### src/rtl/iir_mac_pkg.sv
// rtl/iir_mac_pkg.sv - shared types and helpers for the time-multiplexed IIR filter
//
// Purpose: coefficient address map, FSM state encoding and fixed-point helpers
//          used by iir_mac_seq and iir_fixmul.
// Contents:
//   B_BASE     first feed-forward coefficient address (b0)
//   a_base()   first feedback coefficient address (a1) for a given order
//   state_t    FSM states IDLE / MAC / WB
//   frac_bits  fractional bit count of the Q2.(CW-2) format
package iir_mac_pkg;

  localparam int B_BASE = 0;

  // a1 sits right after bORDER in the coefficient table.
  function automatic int a_base(input int order);
    return order + 1;
  endfunction

  typedef enum logic [1:0] {
    IDLE = 2'd0,
    MAC  = 2'd1,
    WB   = 2'd2
  } state_t;

  function automatic int frac_bits(input int cw);
    return cw - 2;
  endfunction

endpackage

### src/rtl/iir_fixmul.sv
// rtl/iir_fixmul.sv - combinational Q2.(CW-2) signed multiplier
//
// Purpose: full-precision signed multiply, renormalised back to Q2.(CW-2).
//          The product sign is kept, the two redundant integer bits below it
//          are dropped and the fraction is truncated, so overflow wraps.
// Ports:
//   a_i  in  CW  multiplicand, Q2.(CW-2)
//   b_i  in  CW  multiplier,   Q2.(CW-2)
//   p_o  out CW  product,      Q2.(CW-2)
module iir_fixmul
  import iir_mac_pkg::*;
#(
  parameter int CW = 18
) (
  input  logic signed [CW-1:0] a_i,
  input  logic signed [CW-1:0] b_i,
  output logic signed [CW-1:0] p_o
);

  localparam int FB = frac_bits(CW);

  logic signed [2*CW-1:0] prod;
  logic                   unused_bits;

  assign prod = a_i * b_i;
  assign p_o  = {prod[2*CW-1], prod[2*CW-4:FB]};

  // Dropped integer bits and truncated fraction are intentionally discarded.
  assign unused_bits = ^{prod[2*CW-2:2*CW-3], prod[FB-1:0]};

endmodule

### src/rtl/iir_mac_seq.sv
// rtl/iir_mac_seq.sv - multi-channel time-multiplexed Direct Form I IIR filter
//
// Purpose: each rising edge of lr_clk filters one sample per channel using one
//          shared multiply-accumulate unit sequenced by an IDLE/MAC/WB FSM.
//          Coefficients are double-buffered (shadow written any time, copied
//          to the active bank only while idle). Feedback coefficients are
//          stored pre-negated, so y = sum(b_k*x[n-k]) + sum(a_k*y[n-k]).
// Configuration: define IIR_MAC_SATURATE_EN to clamp the accumulator and the
//          writeback shift; undefined, both wrap in two's complement.
// Ports:
//   state_clk    in  1       processing clock
//   reset        in  1       synchronous, active-high
//   lr_clk       in  1       sample clock, rising edge starts a frame
//   audio_in     in  NCH*DW  channel c at [c*DW +: DW]
//   audio_out    out NCH*DW  filtered samples, same packing
//   out_valid    out 1       one-cycle pulse after the last channel writeback
//   busy         out 1       frame in progress
//   overrun      out 1       sticky, lr_clk edge seen while busy
//   scale        in  3       left shift applied at writeback
//   coef_we      in  1       shadow bank write strobe
//   coef_addr    in  4       0..ORDER = b0..bORDER, ORDER+1..2*ORDER = a1..aORDER
//   coef_wdata   in  CW      coefficient, Q2.(CW-2)
//   coef_commit  in  1       request shadow-to-active copy
module iir_mac_seq
  import iir_mac_pkg::*;
#(
  parameter int DW    = 16,
  parameter int CW    = 18,
  parameter int ORDER = 4,
  parameter int NCH   = 2
) (
  input  logic                  state_clk,
  input  logic                  reset,
  input  logic                  lr_clk,
  input  logic [NCH*DW-1:0]     audio_in,
  output logic [NCH*DW-1:0]     audio_out,
  output logic                  out_valid,
  output logic                  busy,
  output logic                  overrun,
  input  logic [2:0]            scale,
  input  logic                  coef_we,
  input  logic [3:0]            coef_addr,
  input  logic [CW-1:0]         coef_wdata,
  input  logic                  coef_commit
);

  localparam int NCOEF  = 2 * ORDER + 1;
  localparam int A_BASE = a_base(ORDER);
  localparam int KW     = 5;
  localparam int CHW    = (NCH > 1) ? $clog2(NCH) : 1;

  localparam logic signed [CW-1:0] SAT_MAX = {1'b0, {(CW-1){1'b1}}};
  localparam logic signed [CW-1:0] SAT_MIN = {1'b1, {(CW-1){1'b0}}};

  state_t                 state_q, state_d;
  logic                   lr_q;
  logic [KW-1:0]          k_q;
  logic [CHW-1:0]         ch_q;
  logic signed [CW-1:0]   acc_q, acc_d;
  logic [NCH*DW-1:0]      in_q;
  logic [NCH*DW-1:0]      audio_out_q;
  logic                   out_valid_q;
  logic                   overrun_q;
  logic                   commit_pend_q;

  logic signed [CW-1:0]   shadow_q [NCOEF];
  logic signed [CW-1:0]   active_q [NCOEF];
  logic signed [CW-1:0]   x_hist_q [NCH][ORDER];
  logic signed [CW-1:0]   y_hist_q [NCH][ORDER];

  logic                   start;
  logic                   last_ch;
  logic                   last_k;
  logic                   frame_start;
  logic                   copy_now;
  logic                   mac_en;
  logic                   wb_en;

  logic [DW-1:0]          ch_in;
  logic signed [CW-1:0]   xn;
  logic signed [CW-1:0]   opnd;
  logic signed [CW-1:0]   coef_sel;
  logic signed [CW-1:0]   prod;
  logic [CW+7:0]          wide;
  logic signed [CW-1:0]   y_wb;

  assign start   = lr_clk & ~lr_q;
  assign last_ch = (ch_q == CHW'(NCH - 1));
  assign last_k  = (k_q == KW'(NCOEF - 1));

  // FSM state register
  always_ff @(posedge state_clk) begin
    if (reset) state_q <= IDLE;
    else       state_q <= state_d;
  end

  // FSM next state
  always_comb begin
    state_d = state_q;
    unique case (state_q)
      IDLE:    if (start)  state_d = MAC;
      MAC:     if (last_k) state_d = WB;
      WB:      state_d = last_ch ? IDLE : MAC;
      default: state_d = IDLE;
    endcase
  end

  // FSM outputs / datapath controls
  always_comb begin
    frame_start = 1'b0;
    copy_now    = 1'b0;
    mac_en      = 1'b0;
    wb_en       = 1'b0;
    unique case (state_q)
      IDLE: begin
        frame_start = start;
        // A commit coinciding with start is applied now so the new frame
        // already sees it on its first MAC.
        copy_now    = commit_pend_q | (coef_commit & start);
      end
      MAC:     mac_en = 1'b1;
      WB:      wb_en  = 1'b1;
      default: ;
    endcase
  end

  assign busy      = (state_q != IDLE);
  assign out_valid = out_valid_q;
  assign overrun   = overrun_q;
  assign audio_out = audio_out_q;

  // Operand and coefficient selection for the current tap k of channel ch
  always_comb begin
    ch_in = '0;
    for (int c = 0; c < NCH; c++) begin
      if (ch_q == CHW'(c)) ch_in = in_q[c*DW +: DW];
    end
    xn = {ch_in, {(CW-DW){1'b0}}};

    opnd = xn;
    for (int c = 0; c < NCH; c++) begin
      for (int i = 0; i < ORDER; i++) begin
        if (ch_q == CHW'(c) && k_q == KW'(B_BASE + 1 + i)) opnd = x_hist_q[c][i];
        if (ch_q == CHW'(c) && k_q == KW'(A_BASE + i))     opnd = y_hist_q[c][i];
      end
    end

    coef_sel = '0;
    for (int i = 0; i < NCOEF; i++) begin
      if (k_q == KW'(i)) coef_sel = active_q[i];
    end
  end

  iir_fixmul #(.CW(CW)) u_mul (
    .a_i (coef_sel),
    .b_i (opnd),
    .p_o (prod)
  );

`ifdef IIR_MAC_SATURATE_EN
  logic signed [CW:0] sum_w;

  always_comb begin
    sum_w = {acc_q[CW-1], acc_q} + {prod[CW-1], prod};
    if (sum_w[CW] != sum_w[CW-1]) acc_d = sum_w[CW] ? SAT_MIN : SAT_MAX;
    else                          acc_d = sum_w[CW-1:0];
  end

  // The shift overflows when the bits above the new sign position are not
  // all copies of it; clamp toward the original sign in that case.
  always_comb begin
    wide = {{8{acc_q[CW-1]}}, acc_q} << scale;
    if ((|wide[CW+7:CW-1]) && !(&wide[CW+7:CW-1]))
      y_wb = acc_q[CW-1] ? SAT_MIN : SAT_MAX;
    else
      y_wb = wide[CW-1:0];
  end
`else
  logic unused_wide;

  assign acc_d = acc_q + prod;

  always_comb begin
    wide = {{8{acc_q[CW-1]}}, acc_q} << scale;
    y_wb = wide[CW-1:0];
  end

  assign unused_wide = ^wide[CW+7:CW];
`endif

  // Datapath registers
  always_ff @(posedge state_clk) begin
    if (reset) begin
      lr_q          <= lr_clk;
      k_q           <= '0;
      ch_q          <= '0;
      acc_q         <= '0;
      in_q          <= '0;
      audio_out_q   <= '0;
      out_valid_q   <= 1'b0;
      overrun_q     <= 1'b0;
      commit_pend_q <= 1'b0;
      for (int i = 0; i < NCOEF; i++) begin
        shadow_q[i] <= '0;
        active_q[i] <= '0;
      end
      for (int c = 0; c < NCH; c++) begin
        for (int i = 0; i < ORDER; i++) begin
          x_hist_q[c][i] <= '0;
          y_hist_q[c][i] <= '0;
        end
      end
    end else begin
      lr_q        <= lr_clk;
      out_valid_q <= wb_en & last_ch;

      if (start && state_q != IDLE) overrun_q <= 1'b1;

      for (int i = 0; i < NCOEF; i++) begin
        if (coef_we && (int'(coef_addr) == i)) shadow_q[i] <= coef_wdata;
      end

      if (copy_now) begin
        for (int i = 0; i < NCOEF; i++) active_q[i] <= shadow_q[i];
      end
      commit_pend_q <= copy_now ? 1'b0 : (commit_pend_q | coef_commit);

      if (frame_start) begin
        in_q  <= audio_in;
        ch_q  <= '0;
        k_q   <= '0;
        acc_q <= '0;
      end

      if (mac_en) begin
        acc_q <= acc_d;
        k_q   <= k_q + KW'(1);
      end

      if (wb_en) begin
        for (int c = 0; c < NCH; c++) begin
          if (ch_q == CHW'(c)) begin
            x_hist_q[c][0] <= xn;
            y_hist_q[c][0] <= y_wb;
            for (int i = 1; i < ORDER; i++) begin
              x_hist_q[c][i] <= x_hist_q[c][i-1];
              y_hist_q[c][i] <= y_hist_q[c][i-1];
            end
            audio_out_q[c*DW +: DW] <= y_wb[CW-1 -: DW];
          end
        end
        if (!last_ch) begin
          ch_q  <= ch_q + CHW'(1);
          k_q   <= '0;
          acc_q <= '0;
        end
      end
    end
  end

endmodule

### config.mk
export PLATFORM = sky130hd
export DESIGN_NAME = iir_mac_seq
export DESIGN_NICKNAME = d
export VERILOG_FILES = /design/src/rtl/iir_mac_pkg.sv /design/src/rtl/iir_fixmul.sv /design/src/rtl/iir_mac_seq.sv
export SDC_FILE = /design/constraint.sdc
export NUM_CORES = 2
export LEC_CHECK = 0
export CORE_ASPECT_RATIO = 0.7
export CORE_MARGIN = 2
export CORE_UTILIZATION = 57
export CTS_CLUSTER_SIZE = 12
export DETAILED_ROUTE_END_ITERATION = 12
export PLACE_DENSITY = 0.89
export SETUP_SLACK_MARGIN = 0.02
export SYNTH_ARGS = -nofsm -noshare
export SYNTH_HDL_FRONTEND = slang
export SYNTH_HIERARCHICAL = 1
export SYNTH_SLANG_ARGS = --single-unit
### constraint.sdc
create_clock -name state_clk -period 10 [get_ports state_clk]
set_input_delay 1.5 -clock state_clk [delete_from_list [all_inputs] [get_ports state_clk]]
set_output_delay 1.5 -clock state_clk [all_outputs]
set_load 0.02 [all_outputs]
* Word level (Yosys, flattened, before mapping) *
Memory sizes are Yosys's and may differ from the RTL's.
Index checks and enable logic that the tools add are counted.

cells by class
  add/sub/neg operators = 3
  $mul = 1
  divide/modulo/power cells = 0
  magnitude comparators = 0
  equality and inequality tests = 20
  shifts and indexed selects = 1
  muxes and demuxes = 119
  bitwise gates (word level) = 41
  reductions and logical operators = 34

operator list
  operator                                                               number
  18-bit two-way mux                                                     61
  1-bit two-way mux                                                      48
  16-bit two-way mux                                                     3
  18-bit by 18-bit multiplier with 36-bit output                         1
  1-bit OR                                                               36
  1-bit logical AND                                                      26
  26-bit by 3-bit left shift with 18-bit output                          1
  4-bit equality test, second input constant                             5
  5-bit by 3-bit equality test with 1-bit output, second input constant  4
  5-bit two-way mux                                                      4
  18-bit adder                                                           1
  5-bit by 2-bit equality test with 1-bit output, second input constant  2
  4-bit by 3-bit equality test with 1-bit output, second input constant  2
  2-bit case mux with 3 select lines                                     1
  2-bit AND reduction                                                    3
  5-bit by 1-bit adder with 5-bit output, second input constant          1
  5-bit by 1-bit equality test with 1-bit output, second input constant  1
  5-bit by 4-bit equality test with 1-bit output, second input constant  1
  5-bit zero test                                                        1
  4-bit by 2-bit equality test with 1-bit output, second input constant  1
  4-bit zero test                                                        1
  2-bit two-way mux                                                      2
  2-bit != test, second input constant                                   2
  1-bit AND                                                              3
  7 further kinds                                                        8

word-level totals
  register bits = 94
  latch bits = 0
  RAM bits = 608
  memory bits (read-only) = 0
  logic and storage cells = 234
  memories = 4

memory list
  memory    depth  bits a word  rd ports  clocked after memory_dff  wr ports  line               source
  active_q  9      18           9         0                         9         iir_mac_seq.sv:67  logic signed [CW-1:0] active_q [NCOEF];
  shadow_q  9      18           9         0                         9         iir_mac_seq.sv:66  logic signed [CW-1:0] shadow_q [NCOEF];
  y_hist_q  2      72           2         0                         2         iir_mac_seq.sv:69  logic signed [CW-1:0] y_hist_q [NCH][ORDER];
  x_hist_q  2      70           2         0                         2         iir_mac_seq.sv:68  logic signed [CW-1:0] x_hist_q [NCH][ORDER];

* Depth between registers and ports, before layout *
  depth in word-level cells = 23
  gate-level depth with buffers = 43

* Modules after synthesis *
Netlist, hierarchy kept.

modules (own cells, without submodules)
  module       instances  cells an instance  area an instance (sq um)  sequential area each (sq um)
  iir_mac_seq  1          2326               29841.1                   19779.0
  iir_fixmul   1          1254               11532.3                   0.0

* Worst setup path after synthesis *
OpenSTA, ideal clock, no wires.

  path type = reg2reg
  start = register k_q[0]
  end = register acc_q[13]
  setup time = 117 ps
  data arrival time = 9356 ps
  path slack = 527 ps
  cell stages (with the launch flop) = 39
  buffers on the path = 4
  path through = dfxtp_1 > inv_1 > ha_1 > clkbuf_1 > or4b_1 > buf_4 > buf_6 > a211oi_1 > a21oi_1 > nand3_1 > o211ai_1 > nand3_1 > clkbuf_1 > nand2_1 > fa_1 > fa_1 > fa_1 > fa_1 > [3 not listed] > fa_1 > inv_1 > ha_1 > a211o_1 > a221o_1 > a41oi_2 > o31ai_2 > a311o_1 > a31oi_2 > o21bai_1 > xor2_1 > ha_1 > a211o_1 > a21oi_1 > a221oi_2 > o21a_1 > or3_1 > a32o_1

on the way
  elaborated cells between the ends (all ways) = 55
  classes of those cells = add/sub (1); mul (1); eq/ne (8); mux (28); reduce/logical (17)

RTL lines
  item                                              line                source
  from (decl)                                       iir_mac_seq.sv:57   logic [KW-1:0] k_q;
  from (signal assigned)                            iir_mac_seq.sv:237  k_q <= k_q + KW'(1);
  5-bit zero test                                   iir_mac_seq.sv:150  if (k_q == KW'(i)) coef_sel = active_q[i];
  18-bit two-way mux (8 in a row)                   iir_mac_seq.sv:150
  18-bit two-way mux *                              iir_mac_seq.sv:150
  named net coef_sel[10]                            iir_mac_seq.sv:82   logic signed [CW-1:0] coef_sel;
  18-bit by 18-bit multiplier with 36-bit output *  iir_fixmul.sv:25    assign prod = a_i * b_i;
  named net prod[8]                                 iir_mac_seq.sv:83   logic signed [CW-1:0] prod;
  18-bit adder *                                    iir_mac_seq.sv:181  assign acc_d = acc_q + prod;
  18-bit two-way mux *                              iir_mac_seq.sv:235  if (mac_en) begin
  18-bit two-way mux                                iir_mac_seq.sv:252  if (!last_ch) begin
  18-bit two-way mux *                              iir_mac_seq.sv:240  if (wb_en) begin
  to (signal assigned)                              iir_mac_seq.sv:232  acc_q <= '0;
  to (signal assigned)                              iir_mac_seq.sv:236  acc_q <= acc_d;
  to (signal assigned)                              iir_mac_seq.sv:255  acc_q <= '0;
  to (decl)                                         iir_mac_seq.sv:59   logic signed [CW-1:0] acc_q, acc_d;

Mark *: on every way through the listed nets, which the timed path passes. The rest lies on a longest branch.
A chain may end at the register's enable or synchronous reset.

* Worst setup path in the final report *
  start = register k_q[1]
  end = register acc_q[15]

on the way
  cells in the longest elaborated chain, start to end = 23
  elaborated cells between the ends (all ways) = 55
  classes of those cells = add/sub (1); mul (1); eq/ne (8); mux (28); reduce/logical (17)

ends and longest elaborated chain
  item                                              line                source
  5-bit by 1-bit equality test with 1-bit output    iir_mac_seq.sv:143  if (ch_q == CHW'(c) && k_q == KW'(B_BASE + 1 + i)) opnd = x_hist_q[c][i];
  1-bit logical AND                                 iir_mac_seq.sv:143
  18-bit two-way mux                                iir_mac_seq.sv:143
  18-bit two-way mux                                iir_mac_seq.sv:144  if (ch_q == CHW'(c) && k_q == KW'(A_BASE + i)) opnd = y_hist_q[c][i];
  18-bit two-way mux                                iir_mac_seq.sv:143
  18-bit two-way mux                                iir_mac_seq.sv:144
  18-bit two-way mux                                iir_mac_seq.sv:143
  18-bit two-way mux                                iir_mac_seq.sv:144
  [9 not listed]                                    n/a
  18-bit two-way mux *                              iir_mac_seq.sv:144
  named net opnd[7]                                 iir_mac_seq.sv:81   logic signed [CW-1:0] opnd;
  18-bit by 18-bit multiplier with 36-bit output *  iir_fixmul.sv:25
  named net prod[8]                                 iir_mac_seq.sv:83
  18-bit adder *                                    iir_mac_seq.sv:181
  18-bit two-way mux *                              iir_mac_seq.sv:235
  18-bit two-way mux                                iir_mac_seq.sv:252
  18-bit two-way mux *                              iir_mac_seq.sv:240

Marks and branches as above.

==> reports/metrics.cfg <==
[synthesis]
synth.area.top_cells = edfxtp_1 (43%), fa_1 (16%), and2_1 (6.8%)
synth_nets = 4080
synthCells = 3580
synth_edf_count = 596
async_flop_share_pct = 0
ys_warn_count = 6
synth_flop_cell = edfxtp_1
synth_largest_area_cell = edfxtp_1
synth-seq-cells = 690
ys_seq_area_share_pct = 47.8
synth_area_um2 = 41400
synth_top_area_share_pct = 43.3
postSynthAreaPerCell_um2 = 11.6
synth.distinct_cells = 97

[min_path]
holdPathEnd = audio_out[11]$_SDFFE_PP0P_
holdPathStages = 1
min_from = audio_out[11]$_SDFFE_PP0P_
min_path_type = flip-flop to flip-flop

[power]
total_power_mw = 10.1
ir_drop_uv = 235
power.density_nw_per_um2 = 214
power.leakage_nw = 19.9

[floorplan]
ios = 97
row_count = 82
die_x_um = 326
dieArea_um2 = 74800
die_h_um = 229
start_util_pct = 57.7
core_area_um2 = 71700

[cells_and_area]
final_util_pct = 65.9
nNetsFinal = 4327
area_growth_pct = 14.3
drive_above_1_share_pct = 12.7

[setup_path]
cp_common_cell = fa_1
crit_arrival_ns = 10.26
worstPathRequired_ns = 10.54
crit_fanout = 9
r2r_start = k_q[1]$_SDFF_PP0_
end_kind = flip-flop
path_class = flip-flop to flip-flop
r2r_slack_ns = 0.28
r2r_cells = 40
startpoint_type = flip-flop
cp_num_buf_inv = 8
path_delay_family = adder cells
cp_slowest_stage_delay_ns = 0.59
crit_slowest_cell = fa_1
timing.rr.end = acc_q[15]$_SDFF_PP0_

[clocking]
cts_buffers = 70
clockRootBuffer = clkbuf_16
clk_latency_ns = 0.64
clk_path_buf_depth = 3
htree_num_levels = 3
cts_tree = built
cts.sinks = 690
path_clk_slew_ns = 0.08

[placement]
routabilityCongestion = 1.02
io_buffers = 96
hpwl_um = 83100
pre_cts_ws_ns = -0.388

[sta]
finalHoldViolations = 0
worst_pin_slew_ns = 1.54
setup_viol = 0
fmax_mhz = 103
fin_ws_ns = 0.280
timing.final.crit_share_pct = 97.2
period_minus_slack_ns = 9.72
slew_viol_final = 3
rsz0062_at_grt = true
maxSlewHeadroom_pct = -3.34
finClkSkew_ns = 0.0370

[status]
outcome = finished, violations left
failed_checks = capacitance limit, slew limit

[grt]
grt_pass1_wl_um = 172000
grt_pass1_vias = 29000
grt.total_usage_pct = 30.4
grt-ovfl-total = 0
antenna_found_initial = 6
grt_max_degree = 112

[flow_run]
maxCapViolations = 1

[route]
via_count = 29200
first_pass_iters = 9
wl_per_cell_um = 23.4
wl_um = 113000
ant_nets = 0
route.detailed.drc = 0
first_iter_violations = 3644
avgViaCountPerCell = 6.03

layout by cell type, fill, tap and decap left out, types with 71 or more instances in the layout:
| master | synthesis | final |
|---|---|---|
| a21oi_1 | 125 | 118 |
| and2_1 | 452 | 452 |
| and3_1 | 111 | 110 |
| buf_4 | 10 | 262 |
| clkbuf_16 | 0 | 71 |
| clkdlybuf4s50_1 | 0 | 95 |
| dfxtp_1 | 94 | 88 |
| edfxtp_1 | 596 | 596 |
| fa_1 | 329 | 327 |
| ha_1 | 109 | 106 |
| inv_1 | 391 | 387 |
| nand2_1 | 344 | 340 |
| nor2_1 | 122 | 118 |
worst reg2reg max path, delay by kind of cell, from the launching register on:
family / cells / cell delay, ns
DFF: 1 / 0.35
AOI/OAI and AO/OA: 13 / 2.59
buffers and inverters: 8 / 1.27
adders and majority gates: 9 / 3.80
xor gates and xnor gates: 2 / 0.23
and+or+nand+nor: 8 / 1.37
worst max-delay path by stage:
stage          slack [ns]                    to  cells past startpoint         startpoint
2_1_floorplan        0.53  acc_q[13]$_SDFF_PP0_                     38  k_q[0]$_SDFF_PP0_
3_3_place_gp         0.07  acc_q[13]$_SDFF_PP0_                     37  k_q[1]$_SDFF_PP0_
3_5_place_dp        -0.39  acc_q[13]$_SDFF_PP0_                     36  k_q[1]$_SDFF_PP0_
4_1_cts              0.02  acc_q[13]$_SDFF_PP0_                     35  k_q[0]$_SDFF_PP0_
5_1_grt             -0.04  acc_q[13]$_SDFF_PP0_                     39  k_q[0]$_SDFF_PP0_
6_report             0.28  acc_q[15]$_SDFF_PP0_                     40  k_q[1]$_SDFF_PP0_
per-layer routing:
metal / vias to the layer above / track usage, % / routed length [µm]
met3: 194 / 14.5 / 18400
met2: 1883 / 40.8 / 46400
met4: 6 / 7.91 / 2600
li1: 12700 / - / -
met5: - / 0.767 / 105
met1: 14400 / 44.1 / 46000
what timing repair did:
action,4_1_cts,5_1_grt
pin swaps,2,25
setup endpoints to repair,9,12
gates resized for setup,11,65
hold buffers,0,0
gates cloned,0,0
setup buffers,3,9
synthesized netlist by cell type, types with 18 or more instances:
| library cell | n |
|---|---|
| mux2i_1 | 34 |
| a22o_1 | 26 |
| a32oi_1 | 18 |
| inv_1 | 391 |
| nor3_1 | 43 |
| a21oi_1 | 125 |
| a22oi_1 | 40 |
| and2_1 | 452 |
| dfxtp_1 | 94 |
| clkbuf_1 | 127 |
| fa_1 | 329 |
| o22ai_1 | 25 |
| edfxtp_1 | 596 |
| o21ai_0 | 56 |
| a21o_1 | 32 |
| nand3_1 | 71 |
| ha_1 | 109 |
| a211oi_1 | 38 |
| and3_1 | 111 |
| nor2b_1 | 19 |
| nand2_1 | 344 |
| nor2_1 | 122 |
| xnor2_1 | 34 |
| nand2b_1 | 22 |
| buf_2 | 38 |
| o211ai_1 | 34 |
cells by family (layout without fill, tap and decap cells):
kind of cell,Yosys count,in the layout,synth area share (%)
buffers and inverters,589,879,5.82
XOR/XNOR,43,43,0.910
other,0,2,0
AO/OA/AOI/OAI,511,511,8.57
flip-flops,690,690,47.8
AND/OR/NAND/NOR,1268,1268,16.5
adder cells (fa/ha/maj),438,438,19.2
multiplexers,41,41,1.15
flip-flops by register name (all words and copies together), names as in the netlist:
name	flops
active_q	162
shadow_q	162
y_hist_q	144
x_hist_q	128
audio_out	32
in_q	32
acc_q	18
k_q	5
state_q	2
ch_q	1
commit_pend_q	1
lr_q	1
out_valid	1
overrun	1
final cells by class:
class                      instances  area [µm²]
sequential                       690       19800
antenna                            2        5.00
clock buffer                     103        1960
inverter                         392        1480
timing repair buffer             372        3160
multi-input combinational       2301       19500
fill                            5044       24400
tap                              966        1210
clock inverter                    12         196
report_power, final:
| part | internal, mW | switching [mW] |
|---|---|---|
| Clock | 1.40 | 1.13 |
| Combinational | 1.94 | 2.22 |
| Sequential | 3.33 | 0.109 |
| Total | 6.67 | 3.45 |
metrics by stage:
stage                     hold WS, ns  instance area [µm²]  cells  TNS, ns
after global placement          0.434                44700   4708        0
after floorplan                 0.434                41400   3580        0
after CTS                       0.458                47000   4826        0
after detailed placement        0.443                44700   4708    -1.92
final                           0.457                47300   4838        0
after global routing            0.477                47300   4838   -0.116
(Power assumes the default switching activity.)
